$ cat src/rtl/sat_counter.sv
// rtl/sat_counter.sv - saturating up-counter with sync clear and freeze
//
// Purpose: counts inc pulses, stops at all ones instead of wrapping.
// Ports:
//   clk    in   clock
//   rst    in   asynchronous active-high reset, count -> 0
//   clr    in   synchronous clear, count -> 0 (overrides freeze and inc)
//   inc    in   increment request
//   freeze in   hold count, ignore inc
//   count  out  CNT_W-bit count value

module sat_counter #(
  parameter int CNT_W = 8
) (
  input  logic             clk,
  input  logic             rst,
  input  logic             clr,
  input  logic             inc,
  input  logic             freeze,
  output logic [CNT_W-1:0] count
);

  always_ff @(posedge clk or posedge rst) begin
    if (rst) begin
      count <= '0;
    end else if (clr) begin
      count <= '0;
    end else if (inc && !freeze && (count != {CNT_W{1'b1}})) begin
      count <= count + 1'b1;
    end
  end

endmodule

$ cat config.mk
export PLATFORM = sky130hd
export DESIGN_NAME = sat_counter
export DESIGN_NICKNAME = d
export VERILOG_FILES = /design/src/rtl/sat_counter.sv
export SDC_FILE = /design/constraint.sdc
export NUM_CORES = 1
export LEC_CHECK = 0
export ABC_CLOCK_PERIOD_IN_PS = 2000
export CORE_AREA = 4 4 41 43
export CTS_CLUSTER_DIAMETER = 80
export DETAILED_ROUTE_END_ITERATION = 10
export DIE_AREA = 0 0 45 47
export HOLD_SLACK_MARGIN = 0.12
export PLACE_DENSITY = 0.66
export SYNTH_ARGS = -nofsm -noshare
export SYNTH_HDL_FRONTEND = slang
export SYNTH_SLANG_ARGS = --single-unit
$ cat constraint.sdc
create_clock -name clk -period 2 [get_ports clk]
set_input_delay 0.2 -clock clk [delete_from_list [all_inputs] [get_ports clk]]
set_output_delay 0.2 -clock clk [all_outputs]
set_load 0.05 [all_outputs]
After elaboration in Yosys (flattened, before gate mapping)
Index checks and enable logic that the tools add are counted.
{"block": "totals", "reg_bits": 8, "inputBits": 5, "out_inout_bits": 8, "word_cells": 9}
{"block": "op_classes", "addsub": 1, "eq_ne": 1, "n_mux": 2, "n_reduce_logical": 4}
{"cell": "$mux 8", "n": 2}
{"cell": "$add 8x1->8 const B", "n": 1}
{"cell": "$ne 8x8->1 const B", "n": 1}
{"cell": "$logic_and 1x1->1", "n": 2}
{"cell": "$reduce_bool 2->1", "n": 1}
{"cell": "$logic_not 1->1", "n": 1}

Depth between registers and ports, before layout
{"block": "logic_depth", "ltp_word": 5, "ltp_mapped": 5, "mapped_depth_nobuf": 5}

Least setup slack after synthesis
OpenSTA, ideal clock, no wires.
{"block": "synth_timing", "path_kind": "flip-flop to flip-flop", "start": "reg count[0]", "end": "reg count[1]", "setup_time_ps": 129, "arrival_ps": 1654, "t_required_ps": 1871, "setup_slack_ps": 217, "stages_incl_launch_ff": 6, "n_path_buf": 0, "cell_sequence": "dfrtp_1 > ha_1 > nand3_1 > o21ai_0 > mux2i_1 > nor2_1"}
{"block": "synth_between", "elab_chain_len": 3}
{"element": "from (decl)", "line_no": "20", "text": "output logic [CNT_W-1:0] count"}
{"element": "from (signal assigned)", "line_no": "29", "text": "count <= count + 1'b1;"}
{"element": "$add 8x1->8 or $ne 8x8->1 (tied branches)", "line_no": "29, 28"}
{"element": "$mux 8 or $logic_and 1x1->1 (tied branches)", "line_no": "28", "text": "end else if (inc && !freeze && (count != {CNT_W{1'b1}})) begin"}
{"element": "$mux 8 or $reduce_bool 2->1 (tied branches)"}
Parallel ways exist; a longest one is shown, timed or not. The select of a mux whose other input is x is not followed.
A chain may end at the register's enable or synchronous reset.

Worst setup path in the final report
{"block": "layout_timing", "start": "reg count[2]", "end": "out count[2]"}
No word-level cell between the ends.

==> out/qor.txt <==
Synth Cell Area: 440 µm²
DR WL met3: 87 µm
Placed insts: 70
Worst Path Max Fanout: 7
Worst EP arrival: 1610 ps
Vias in the first global route: 356
CP top delay family: buffers and inverters
Worst Skew: 7.58 ps
Fillcell total: 142
Setup ws final: 192 ps
Clk Latency, worst-skew pair: 260 ps
Antenna violations before repair: 0
P_leak: 0.247 nW
Netlist cell types: 23
Fmax: 553 MHz
CP Launch Type: register
Slew Limit Fails: 0
PortBufs: 12
Crit path kind: reg -> out
Critical Path RT: 1800 ps
Vias/cell: 5.33
CTS tree: yes
Placer Congestion: 0.837
Die width: 45 µm
Worst Path Buf+Inv: 1
Slowest cell delay on critical path: 860 ps
CTS Buf Count: 3
Final ANT Viol Nets: 0
Finished Cell Area: 598 µm²
Final hold viol count: 0
Multi-input logic area: 229 µm²
Met1 wire length: 446 µm
Ant. Diodes: 0
Post-Place Cell Area: 576 µm²
Clock sink count: 8
Drt wl/cell: 13.5 µm
Max stage delay cell, worst path: clkdlybuf4s50_1
Largest net degree at the start of global routing: 9
Detailed Routing Iterations Pass 1: 4
Place WS: 234 ps
Initial DRC count: 5
Setup TNS: 0 ps
Hold Path Class: in -> async
Clk slew on worst S/H paths: 60 ps
Clk buf depth: 2
Slew HR: 66.5%
Biggest registers after layout: count (8)
Postcts setup bufs: 0
Routed WL: 984 µm
Synthesis Warnings: 0
Final setup fails: 0
Setup slack, reg-to-reg: 440 ps
Post-route DRC: 0
Largest Register: count
Core ar.: 1300 µm²
Reg2reg end: count[3]
Share of cells above drive strength 1: 12.1%
First-pass GRT wire length: 1.59 mm
DR vias: 389
Initial Util: 33.8%
Top Metal Used: met4
Worst-case reg-to-reg path depth: 5
DIE HEIGHT: 47 µm
Crit path time final: 1810 ps
Maximum capacitance violations: 0
Syn Area/Cell: 10.0 µm²
Tot GR Track Use: 11.0%
Synthesized flop and latch total: 8
Syn nets: 50
Peak VDD IR: 0.000345 V
Commonest non-fill, non-tap cell in the layout: clkdlybuf4s50_1
Grt ovf: 0
Commonest cells after routing, fill and taps aside: 12 x clkdlybuf4s50_1, 8 x dfrtp_1, 6 x nor2_1, 4 x nor3_1
RSZ-0062 raised after global routing: no
Reg area: 200 µm²
Pwr per Cell Area: 564 nW/µm²
Wire length on met2: 445 µm
Tightest Pin Transition: 502 ps
Io pins: 13
DIE AREA: 2120 µm²
Core Util, Final: 46.0%
Area grow syn2layout: 35.8%
HPWL after DPL: 733 µm
Worst Setup End Kind: output pin
Resize count post-CTS: 0
CP cell instances: clkdlybuf4s50_1
Reg2reg start: count[0]
H-tree Lvls: 1
Non-filler cells in the finished layout: 73
Post-synthesis sequential area ratio: 45.5%
Synthesized instance count: 44
Status: complete, no violations
Final period utilization: 90.4%
Fin Hold WS: 184 ps
Layout Nets: 66
# rows: 13
Hold_buf cts: 0
Max reg flops: 8
Overall power: 0.337 mW
Clock root cell: clkbuf_4
==> final cells by class <==
class / count / area share, %
multi-input combinational: 33 / 38.3
timing repair buffer: 12 / 20.1
inverter: 2 / 1.26
sequential: 8 / 33.5
clock buffer: 3 / 3.77
tap: 15 / 3.14
==> routing by layer <==
layer,vias up,global-route usage [%]
met2,12,16.1
met4,0,5.26
met1,181,13.4
met5,-,0
met3,2,5.36
li1,194,-
==> cells in the mapped netlist (all sizes together) <==
master,n,area share [%]
dfrtp,8,45
nor2,6,5.1
nor3,4,4.5
a21oi,3,3.4
inv,2,1.7
nand3,2,2.3
nand4,2,6.3
o21ai,2,2.3
xor2,2,4.0
a2111oi,1,2.0
a41oi,1,2.0
and4b,1,2.6
buf,1,0.85
ha,1,2.8
mux2i,1,2.3
nand2,1,0.85
nor2b,1,3.1
o211ai,1,1.7
o21a,1,1.7
o31ai,1,1.7
or3,1,1.7
or4,1,1.7
==> power by group <==
part           switching [mW]  internal, mW
logic                  0.0225        0.0166
clock network          0.0602        0.0690
registers             0.00463         0.164
==> cell families after synthesis <==
family / after synthesis / synth area share (%)
buffers and inverters: 3 / 2.56
AND/OR/NAND/NOR: 19 / 28.1
XOR/XNOR: 2 / 3.98
multiplexers: 1 / 2.27
flip-flops: 8 / 45.5
AO/OA/AOI/OAI: 10 / 14.8
adder cells (fa/ha/maj): 1 / 2.84
==> worst max path at each step <==
stage	slack [ps]	from	to	cells after the start
after floorplan	220	count[0]	count[1]	5
after global placement	270	inc	count[5]	5
after detailed placement	230	inc	count[5]	5
after CTS	190	count[2]	count[2]	1
after global routing	140	count[2]	count[2]	1
final	190	count[2]	count[2]	1
(Power assumes the default switching activity.)
